--- src/rtl/i2c_pkg.sv ---
// Shared types and constants for the I2C target block: FSM state encoding
// and bus-level widths/levels.
package i2c_pkg;

  localparam int   I2C_ADDR_W = 7;
  localparam int   I2C_BYTE_W = 8;
  localparam logic I2C_ACK    = 1'b0;
  localparam logic I2C_NACK   = 1'b1;

  typedef enum logic [2:0] {
    IDLE,
    ADDR,
    ADDR_ACK,
    WRITE,
    WRITE_ACK,
    READ,
    READ_ACK,
    WAIT_STOP
  } i2c_state_e;

endpackage

--- src/rtl/i2c_bus_sync.sv ---
// Brings the pad-level SCL/SDA into the clk domain and derives SCL edges
// plus START/STOP pulses from the synchronized and history samples.
module i2c_bus_sync #(
  parameter int SYNC_STAGES = 2
) (
  input  logic clk,
  input  logic reset,
  input  logic scl,
  input  logic sda_in,
  output logic sda_s,
  output logic scl_rise,
  output logic scl_fall,
  output logic start,
  output logic stop
);

  logic [SYNC_STAGES-1:0] scl_sync_q;
  logic [SYNC_STAGES-1:0] sda_sync_q;
  logic                   scl_hist_q;
  logic                   sda_hist_q;
  logic                   scl_s;
  logic                   sda_rise;
  logic                   sda_fall;

  // Flops reset to 1 so an idle (pulled-up) bus produces no edges on release.
  always_ff @(posedge clk or posedge reset) begin
    if (reset) begin
      scl_sync_q <= '1;
      sda_sync_q <= '1;
      scl_hist_q <= 1'b1;
      sda_hist_q <= 1'b1;
    end else begin
      scl_sync_q <= {scl_sync_q[SYNC_STAGES-2:0], scl};
      sda_sync_q <= {sda_sync_q[SYNC_STAGES-2:0], sda_in};
      scl_hist_q <= scl_s;
      sda_hist_q <= sda_s;
    end
  end

  assign scl_s    = scl_sync_q[SYNC_STAGES-1];
  assign sda_s    = sda_sync_q[SYNC_STAGES-1];
  assign scl_rise = scl_s & ~scl_hist_q;
  assign scl_fall = ~scl_s & scl_hist_q;
  assign sda_rise = sda_s & ~sda_hist_q;
  assign sda_fall = ~sda_s & sda_hist_q;
  assign start    = sda_fall & scl_s;
  assign stop     = sda_rise & scl_s;

endmodule

--- src/rtl/i2c_slave.sv ---
// I2C target: decodes address/data on the oversampled bus and exchanges
// bytes with local logic; SDA is only ever pulled low, never driven high.
module i2c_slave
  import i2c_pkg::*;
#(
  parameter logic [I2C_ADDR_W-1:0] SLAVE_ADDR  = 7'b1110000,
  parameter int                    SYNC_STAGES = 2
) (
  input  logic                  clk,
  input  logic                  reset,
  input  logic                  scl,
  input  logic                  sda_in,
  output logic                  sda_oe,
  output logic [I2C_BYTE_W-1:0] rx_data,
  output logic                  rx_valid,
  input  logic [I2C_BYTE_W-1:0] tx_data,
  output logic                  tx_req,
  output logic                  busy,
  output logic                  addressed
);

  logic sda_s, scl_rise, scl_fall, start, stop;

  i2c_bus_sync #(.SYNC_STAGES(SYNC_STAGES)) u_sync (
    .clk      (clk),
    .reset    (reset),
    .scl      (scl),
    .sda_in   (sda_in),
    .sda_s    (sda_s),
    .scl_rise (scl_rise),
    .scl_fall (scl_fall),
    .start    (start),
    .stop     (stop)
  );

  i2c_state_e            state_q, state_d;
  logic [3:0]            bitcnt_q, bitcnt_d;
  logic [I2C_BYTE_W-1:0] shift_q, shift_d;
  logic [I2C_BYTE_W-1:0] rx_data_q, rx_data_d;
  logic                  rw_q, rw_d;
  logic                  sda_oe_q, sda_oe_d;
  logic                  rx_valid_q, rx_valid_d;
  logic                  tx_req_q, tx_req_d;
  logic                  busy_q, busy_d;
  logic                  addressed_q, addressed_d;

  always_ff @(posedge clk or posedge reset) begin
    if (reset) begin
      state_q     <= IDLE;
      bitcnt_q    <= '0;
      shift_q     <= '0;
      rx_data_q   <= '0;
      rw_q        <= 1'b0;
      sda_oe_q    <= 1'b0;
      rx_valid_q  <= 1'b0;
      tx_req_q    <= 1'b0;
      busy_q      <= 1'b0;
      addressed_q <= 1'b0;
    end else begin
      state_q     <= state_d;
      bitcnt_q    <= bitcnt_d;
      shift_q     <= shift_d;
      rx_data_q   <= rx_data_d;
      rw_q        <= rw_d;
      sda_oe_q    <= sda_oe_d;
      rx_valid_q  <= rx_valid_d;
      tx_req_q    <= tx_req_d;
      busy_q      <= busy_d;
      addressed_q <= addressed_d;
    end
  end

  always_comb begin
    state_d     = state_q;
    bitcnt_d    = bitcnt_q;
    shift_d     = shift_q;
    rx_data_d   = rx_data_q;
    rw_d        = rw_q;
    sda_oe_d    = sda_oe_q;
    rx_valid_d  = 1'b0;
    tx_req_d    = 1'b0;
    busy_d      = busy_q;
    addressed_d = addressed_q;

    unique case (state_q)
      ADDR: if (scl_rise) begin
        shift_d  = {shift_q[I2C_BYTE_W-2:0], sda_s};
        bitcnt_d = bitcnt_q + 4'd1;
        if (bitcnt_q == 4'd7) begin
          bitcnt_d = '0;
          if (shift_q[I2C_ADDR_W-1:0] == SLAVE_ADDR) begin
            rw_d        = sda_s;
            addressed_d = 1'b1;
            state_d     = ADDR_ACK;
          end else begin
            state_d = WAIT_STOP;
          end
        end
      end
      // sda_oe doubles as the phase flag: low = ACK not yet driven.
      ADDR_ACK: begin
        if (scl_rise && rw_q) tx_req_d = 1'b1;
        if (scl_fall) begin
          if (!sda_oe_q) begin
            sda_oe_d = 1'b1;
          end else if (rw_q) begin
            shift_d  = tx_data;
            sda_oe_d = ~tx_data[I2C_BYTE_W-1];
            state_d  = READ;
          end else begin
            sda_oe_d = 1'b0;
            state_d  = WRITE;
          end
        end
      end
      WRITE: if (scl_rise) begin
        shift_d  = {shift_q[I2C_BYTE_W-2:0], sda_s};
        bitcnt_d = bitcnt_q + 4'd1;
        if (bitcnt_q == 4'd7) begin
          bitcnt_d   = '0;
          rx_data_d  = {shift_q[I2C_BYTE_W-2:0], sda_s};
          rx_valid_d = 1'b1;
          state_d    = WRITE_ACK;
        end
      end
      WRITE_ACK: if (scl_fall) begin
        if (!sda_oe_q) begin
          sda_oe_d = 1'b1;
        end else begin
          sda_oe_d = 1'b0;
          state_d  = WRITE;
        end
      end
      // bitcnt counts bits the master has sampled; the MSB is already on the bus.
      READ: begin
        if (scl_rise) bitcnt_d = bitcnt_q + 4'd1;
        if (scl_fall) begin
          if (bitcnt_q == 4'd8) begin
            bitcnt_d = '0;
            sda_oe_d = 1'b0;
            state_d  = READ_ACK;
          end else if (bitcnt_q != 4'd0) begin
            shift_d  = {shift_q[I2C_BYTE_W-2:0], 1'b0};
            sda_oe_d = ~shift_q[I2C_BYTE_W-2];
          end
        end
      end
      READ_ACK: begin
        if (scl_rise) begin
          if (sda_s == I2C_ACK) begin
            tx_req_d = 1'b1;
            bitcnt_d = 4'd1;
          end else begin
            state_d = WAIT_STOP;
          end
        end
        if (scl_fall && bitcnt_q == 4'd1) begin
          bitcnt_d = '0;
          shift_d  = tx_data;
          sda_oe_d = ~tx_data[I2C_BYTE_W-1];
          state_d  = READ;
        end
      end
      default: ;
    endcase

    // Bus conditions win over whatever the byte logic decided this cycle.
    if (start) begin
      state_d     = ADDR;
      bitcnt_d    = '0;
      sda_oe_d    = 1'b0;
      busy_d      = 1'b1;
      addressed_d = 1'b0;
      rx_valid_d  = 1'b0;
      tx_req_d    = 1'b0;
    end else if (stop) begin
      state_d     = IDLE;
      bitcnt_d    = '0;
      sda_oe_d    = 1'b0;
      busy_d      = 1'b0;
      addressed_d = 1'b0;
      rx_valid_d  = 1'b0;
      tx_req_d    = 1'b0;
    end
  end

  assign sda_oe    = sda_oe_q;
  assign rx_data   = rx_data_q;
  assign rx_valid  = rx_valid_q;
  assign tx_req    = tx_req_q;
  assign busy      = busy_q;
  assign addressed = addressed_q;

endmodule
--- config.mk ---
export PLATFORM = sky130hd
export DESIGN_NAME = i2c_slave
export DESIGN_NICKNAME = d
export VERILOG_FILES = /design/src/rtl/i2c_pkg.sv /design/src/rtl/i2c_bus_sync.sv /design/src/rtl/i2c_slave.sv
export SDC_FILE = /design/constraint.sdc
export NUM_CORES = 1
export LEC_CHECK = 0
export ABC_CLOCK_PERIOD_IN_PS = 2800
export CORE_ASPECT_RATIO = 1.1
export CORE_MARGIN = 2
export CORE_UTILIZATION = 55
export DETAILED_ROUTE_END_ITERATION = 12
export PLACE_DENSITY_LB_ADDON = 0.08
export SLEW_MARGIN = 10
export SYNTH_ARGS = -nofsm -noshare
export SYNTH_HDL_FRONTEND = slang
export SYNTH_HIERARCHICAL = 1
export SYNTH_SLANG_ARGS = --single-unit
--- constraint.sdc ---
create_clock -name clk -period 2.8 [get_ports clk]
set_input_delay 0.28 -clock clk [delete_from_list [all_inputs] [get_ports clk]]
set_output_delay 0.28 -clock clk [all_outputs]
set_load 0.02 [all_outputs]
### Word level (Yosys, flattened, before mapping)

Index checks and enable logic that the tools add are counted.

| word-level totals | value |
|---|---|
| register bits | 34 |
| output and inout bits | 13 |
| logic and storage cells | 150 |

| operators by class | value |
|---|---|
| add/sub/neg operators | 1 |
| equal/unequal tests | 34 |
| muxes and demuxes | 69 |
| bitwise operators | 12 |
| reductions and logical operators | 20 |

Operators by type and width:

| cell | number |
|---|---|
| two-way mux 7 bit | 8 |
| two-way mux 3 bit | 17 |
| inequality test 4 bit, second input constant | 11 |
| two-way mux 4 bit | 10 |
| two-way mux 1 bit | 29 |
| case mux 7 bit (4 select lines) | 1 |
| case mux 3 bit (6 select lines) | 1 |
| inequality test 5 bit, second input constant | 3 |
| inequality test 2 bit, second input constant | 7 |
| AND reduction 13 bit | 1 |
| case mux 4 bit (3 select lines) | 1 |
| AND reduction 4 bit | 3 |
| nonzero test 3 bit | 4 |
| == test 3 bit, second input constant | 3 |
| AND reduction 9 bit | 1 |
| nonzero test 4 bit | 2 |
| nonzero test 8 bit | 1 |
| == test 7 bit, second input constant | 1 |
| AND 1 bit | 6 |
| == test 3 x 2 -> 1 bit, second input constant | 2 |
| inverter 1 bit | 6 |
| AND reduction 6 bit | 1 |
| nonzero test 6 bit | 1 |
| inequality test 5 x 4 -> 1 bit, second input constant | 1 |
| other kinds (14) | 15 |

### Longest topological paths before layout

| logic depth | value |
|---|---|
| depth in word-level cells | 8 |
| mapped depth | 8 |

### Hierarchy

Netlist, hierarchy kept.

Modules (own cells, without submodules):

| module | times used | cells an instance | area an instance (µm²) | seq. area each (µm²) |
|---|---|---|---|---|
| i2c_slave | 1 | 195 | 1786.7 | 700.7 |
| i2c_bus_sync | 1 | 11 | 193.9 | 157.7 |

### Least setup slack after synthesis

OpenSTA, ideal clock, no wires.

| timing | value |
|---|---|
| path type | flip-flop to flip-flop |
| start point | register u_sync.scl_hist_q |
| end point | register state_q[0] |
| library setup time | 0.124 ns |
| arrival | 1.871 ns |
| required time | 2.676 ns |
| setup slack | 0.805 ns |
| stages on the path, launching flop included | 7 |
| period minus slack after synthesis | 1.995 ns |
| cell sequence | dfstp_2 > nor2b_1 > and4bb_4 > o32ai_2 > a2111oi_4 > mux2i_1 > o21bai_1 |

| on the way | value |
|---|---|
| cells in the longest elaborated chain, start to end | 6 |
| elaborated cells between the ends (all ways) | 16 |
| those cells by class | eq/ne: 7; mux: 4; bitwise: 3; reduce/logical: 2 |

Ends and longest elaborated chain:

| what | line | RTL |
|---|---|---|
| start: declaration | i2c_bus_sync.sv:19 | `logic scl_hist_q;` |
| start signal: assignment | i2c_bus_sync.sv:35 | `scl_hist_q <= scl_s;` |
| AND 1 bit (*) | i2c_bus_sync.sv:43 | `assign scl_fall = ~scl_s & scl_hist_q;` |
| net scl_fall | i2c_slave.sv:22 | `logic sda_s, scl_rise, scl_fall, start, stop;` |
| logical AND 1 bit | i2c_slave.sv:157 | `if (scl_fall && bitcnt_q == 4'd1) begin` |
| two-way mux 3 bit | i2c_slave.sv:157 |  |
| case mux 3 bit (6 select lines) | i2c_slave.sv:85 | `unique case (state_q)` |
| two-way mux 3 bit | i2c_slave.sv:176 | `end else if (stop) begin` |
| two-way mux 3 bit | i2c_slave.sv:168 | `if (start) begin` |
| end signal: assignment | i2c_slave.sv:60 | `state_q <= state_d;` |
| end: declaration | i2c_slave.sv:36 | `i2c_state_e state_q, state_d;` |

The timed path passes the listed nets; every way through them passes the cells marked *.
A chain may end at the register's enable or synchronous reset.

### Final worst setup path

Same ends and word-level chain as after synthesis.

==> impl_metrics.xml <==
<?xml version="1.0" encoding="UTF-8"?>
<metrics>
  <group name="yosys">
    <metric name="syn-instance-count" unit="">206</metric>
    <metric name="netlist_top_cells_area" unit="">dfrtp_1 35%, dfstp_2 8.0%, mux2i_1 4.5%, a21oi_1 4.3%, nor2_1 4.2%</metric>
    <metric name="synth-async-reset-ratio" unit="">1.00</metric>
    <metric name="ys_ff_latch" unit="">34</metric>
    <metric name="post_synthesis_sequential_area_ratio" unit="">0.433</metric>
    <metric name="netlist-cell-type-count" unit="">56</metric>
    <metric name="synth_top_cell_by_area" unit="">dfrtp_1</metric>
    <metric name="synth.yosys.warnings" unit="">6</metric>
    <metric name="synth_top_cell_area_share" unit="">0.354</metric>
    <metric name="synth_enable_flop_cells" unit="">0</metric>
    <metric name="post_synth_most_frequent_cells" unit="">28 x dfrtp_1, 22 x nor2_1, 17 x a21oi_1, 13 x nand2_1, 10 x o21ai_0</metric>
    <metric name="synth.cell_area" unit="mm²">0.00198</metric>
    <metric name="yosys.cell_count.top_type" unit="">dfrtp_1</metric>
    <metric name="syn_area_per_cell" unit="µm²">9.61</metric>
    <metric name="main_flop_type_after_synthesis" unit="">dfrtp_1</metric>
    <metric name="mappedNetlistNets" unit="">221</metric>
  </group>
  <group name="routing">
    <metric name="wl_per_cell" unit="µm">17.1</metric>
    <metric name="drt_iter0_drc" unit="">139</metric>
    <metric name="drt_pre_antenna_iters" unit="">4</metric>
    <metric name="drt_wl_total" unit="µm">4770</metric>
    <metric name="vias" unit="">1696</metric>
    <metric name="routed_via_density" unit="">6.08</metric>
    <metric name="antenna_nets_post_route" unit="">0</metric>
    <metric name="remaining_drc_errors" unit="">0</metric>
  </group>
  <group name="placed_design">
    <metric name="buffer_ports.inserted" unit="">24</metric>
    <metric name="placement.setup.worst_slack" unit="ns">0.581</metric>
    <metric name="routability_driven_placement_congestion_ratio" unit="">0.910</metric>
    <metric name="detailedPlacementHpwl" unit="µm">3520</metric>
  </group>
  <group name="floorplan">
    <metric name="die_height" unit="µm">66.9</metric>
    <metric name="pin_count" unit="">25</metric>
    <metric name="dieArea" unit="mm²">0.00410</metric>
    <metric name="placementRows" unit="">22</metric>
    <metric name="dieWidth" unit="µm">61.2</metric>
    <metric name="core_area" unit="mm²">0.00339</metric>
    <metric name="start_util" unit="">0.585</metric>
  </group>
  <group name="clock_tree">
    <metric name="cts_buffer_depth" unit="">2</metric>
    <metric name="cts_root_buffer" unit="">clkbuf_4</metric>
    <metric name="cts_hold_buffers" unit="">0</metric>
    <metric name="clk-insertion-delay-late" unit="ns">0.35</metric>
    <metric name="postCtsSetupRepairBufs" unit="">0</metric>
    <metric name="cts.sink_count" unit="">34</metric>
    <metric name="cts-htree-levels" unit="">2</metric>
    <metric name="worst_setup_hold_path_clk_slew" unit="ns">0.12</metric>
    <metric name="tritoncts.num_buffers" unit="">5</metric>
    <metric name="post_cts_repair_resize_count" unit="">0</metric>
    <metric name="tritoncts" unit="">yes</metric>
  </group>
  <group name="global_route">
    <metric name="grt_usage" unit="">0.270</metric>
    <metric name="grt_overflow_total" unit="">0</metric>
    <metric name="vias_in_the_first_global_route" unit="">1678</metric>
    <metric name="grt_antenna_before_repair" unit="">0</metric>
    <metric name="maximum_number_of_pins_on_one_net_before_global_route_repair" unit="">29</metric>
    <metric name="global_route_wire_length_before_repair" unit="µm">7880</metric>
  </group>
  <group name="setup_path">
    <metric name="worst-setup-path-type" unit="">register to register</metric>
    <metric name="worst_setup_path_start_kind" unit="">register</metric>
    <metric name="crit_arrival" unit="ns">2.50</metric>
    <metric name="crit_slowest_cell" unit="">dfstp_2</metric>
    <metric name="crit_path_max_fanout" unit="">7</metric>
    <metric name="crit_chain" unit="">nor2b_1 &gt; and4bb_4 &gt; o32ai_2 &gt; a2111oi_4 &gt; mux2i_1 &gt; o21bai_1</metric>
    <metric name="timing.critical_path.to_type" unit="">register</metric>
    <metric name="cp_delay_by_family_top" unit="">simple AND/OR/NAND/NOR gates</metric>
    <metric name="crit_required" unit="ns">3.04</metric>
    <metric name="crit_path_max_incr_delay" unit="ns">0.55</metric>
    <metric name="worst-r2r-setup-slack" unit="ns">0.54</metric>
    <metric name="total_buffers_and_inverters_traversed_by_the_critical_path" unit="">0</metric>
  </group>
  <group name="finish">
    <metric name="antenna-diode-count" unit="">0</metric>
    <metric name="ff_latch_area" unit="µm²">858</metric>
    <metric name="multi_input_comb_area" unit="mm²">0.00102</metric>
    <metric name="areaGrowthSynthToFinish" unit="%">17.1</metric>
    <metric name="drive_gt1_frac" unit="">0.147</metric>
    <metric name="finalNetCount" unit="">245</metric>
    <metric name="utilization" unit="">0.685</metric>
    <metric name="fillCellCount" unit="">293</metric>
  </group>
  <group name="timing">
    <metric name="setup_repair_after_global_routing_missed_its_margin" unit="">no</metric>
    <metric name="final_min_period_over_clock_period" unit="">0.808</metric>
    <metric name="worst-slew-pin-transition" unit="ns">0.741</metric>
    <metric name="finalWorstPathRequiredPeriod" unit="ns">2.26</metric>
    <metric name="final_max_slew_viol_count" unit="">0</metric>
    <metric name="fin_worst_skew" unit="ns">0.00788</metric>
    <metric name="max-slew-margin-rel" unit="">0.506</metric>
    <metric name="timing.final.hold_violations" unit="">0</metric>
    <metric name="fin_ws" unit="ns">0.539</metric>
    <metric name="finalSetupViolations" unit="">0</metric>
    <metric name="fmax" unit="MHz">442</metric>
    <metric name="setup_total_negative_slack" unit="ns">0</metric>
  </group>
  <group name="power_and_ir_drop">
    <metric name="worst_ir_drop_vdd" unit="V">0.000551</metric>
    <metric name="power_frac_comb" unit="">0.465</metric>
    <metric name="power_per_cell_area" unit="mW/mm²">914</metric>
    <metric name="net-switching-power" unit="mW">0.940</metric>
    <metric name="power_switching_share" unit="">0.443</metric>
    <metric name="power.clock.fraction" unit="">0.144</metric>
    <metric name="totalPowerFinal" unit="mW">2.12</metric>
    <metric name="leakagePower" unit="nW">0.983</metric>
    <metric name="p_int" unit="mW">1.18</metric>
    <metric name="sequential_power_share" unit="">0.391</metric>
  </group>
  <group name="min_path">
    <metric name="hold_wc_path_type" unit="">input pin to asynchronous set/reset pin</metric>
  </group>
  <group name="status">
    <metric name="run_status" unit="">finished, final reports clean</metric>
  </group>
  <group name="run">
    <metric name="max_cap_violations" unit="">0</metric>
  </group>
</metrics>
==> cells by family (layout without fill, tap and decap cells) <==
| group | Yosys count | after routing | share of synthesized area |
|---|---|---|---|
| compound gates | 54 | 54 | 0.193 |
| xor+xnor | 1 | 1 | 0.00442 |
| fa+ha+maj | 4 | 4 | 0.0240 |
| buf+inv | 21 | 46 | 0.0505 |
| flops | 34 | 34 | 0.433 |
| mux | 16 | 16 | 0.0853 |
| simple gates | 76 | 76 | 0.209 |
==> area by class of cell <==
cell class,count,share of cell area
timing repair buffer,29,0.120
clock buffer,6,0.0221
sequential,34,0.370
clock inverter,2,0.00701
tap,48,0.0259
multi-input combinational,151,0.441
inverter,9,0.0146
==> sequential cells by signal, summed over array words and instances, names as in the netlist <==
name / count
bitcnt_q: 4
tx_req: 1
u_sync/scl_sync_q: 2
u_sync/sda_sync_q: 2
sda_oe: 1
state_q: 3
rx_data: 8
addressed: 1
u_sync/scl_hist_q: 1
u_sync/sda_hist_q: 1
rx_valid: 1
shift_q: 7
rw_q: 1
busy: 1
==> final timing paths <==
kind | start | cells after the start | endpoint
min | reset | 3 | state_q[2]
max in group asynchronous | reset | 3 | bitcnt_q[1]
max | u_sync/scl_hist_q | 6 | state_q[0]
min in group clk | scl | 1 | u_sync/scl_sync_q[0]
max reg2reg | u_sync/scl_hist_q | 6 | state_q[0]
min reg2reg | u_sync/scl_sync_q[0] | 0 | u_sync/scl_sync_q[1]
==> cell usage in the layout, fill, tap and decap left out, types with 2 or more instances in the layout <==
cell type and instances:
dfrtp_1 28, clkdlybuf4s50_1 24, ha_1 3, a21oi_1 17, mux2i_1 9, a31oi_1 2
o21a_1 2, clkbuf_4 5, nor2b_1 4, nand2b_1 6, buf_4 5, o32ai_1 2
nand4_1 3, o21bai_1 2, a22oi_1 2, and3b_1 2, a32oi_1 2, nand3_1 4
inv_1 9, o31ai_1 2, dfstp_2 6, nor2_1 22, nor3_1 7, mux2_2 7
nand4b_1 2, nand2_1 13, o21ai_0 10, nand3b_1 2
==> per-layer routing <==
layer  GRT usage  part of all wire  vias to the layer above
li1            -                 -                      800
met1       0.335              0.40                      810
met2       0.431              0.50                       68
met3      0.0738             0.065                       18
met4       0.117             0.033                        0
met5           0                 0                        -
==> worst register-to-register path: cells and delay by family, from the launching register on <==
family / cells / cell delay (ns)
DFF: 1 / 0.55
AOI/OAI and AO/OA: 3 / 0.67
muxes: 1 / 0.23
and+or+nand+nor: 2 / 0.70
==> power by group through the flow <==
stage / clock (mW) / combinational, mW / sequential [mW]
floorplan: 0 / 0.851 / 0.712
global placement: 0 / 0.951 / 0.822
detailed placement: 0 / 0.983 / 0.834
CTS: 0.316 / 0.988 / 0.825
global route: 0.332 / 1.09 / 0.849
finish: 0.306 / 0.987 / 0.829
==> per-stage QoR <==
stage / hold WS [ns] / std cells / cell area [µm²]
2_1_floorplan: 0.279 / 206 / 1980
3_3_place_gp: 0.346 / 271 / 2250
3_5_place_dp: 0.349 / 271 / 2250
4_1_cts: 0.319 / 279 / 2320
5_1_grt: 0.324 / 279 / 2320
6_report: 0.317 / 279 / 2320
(Power assumes the default switching activity.)
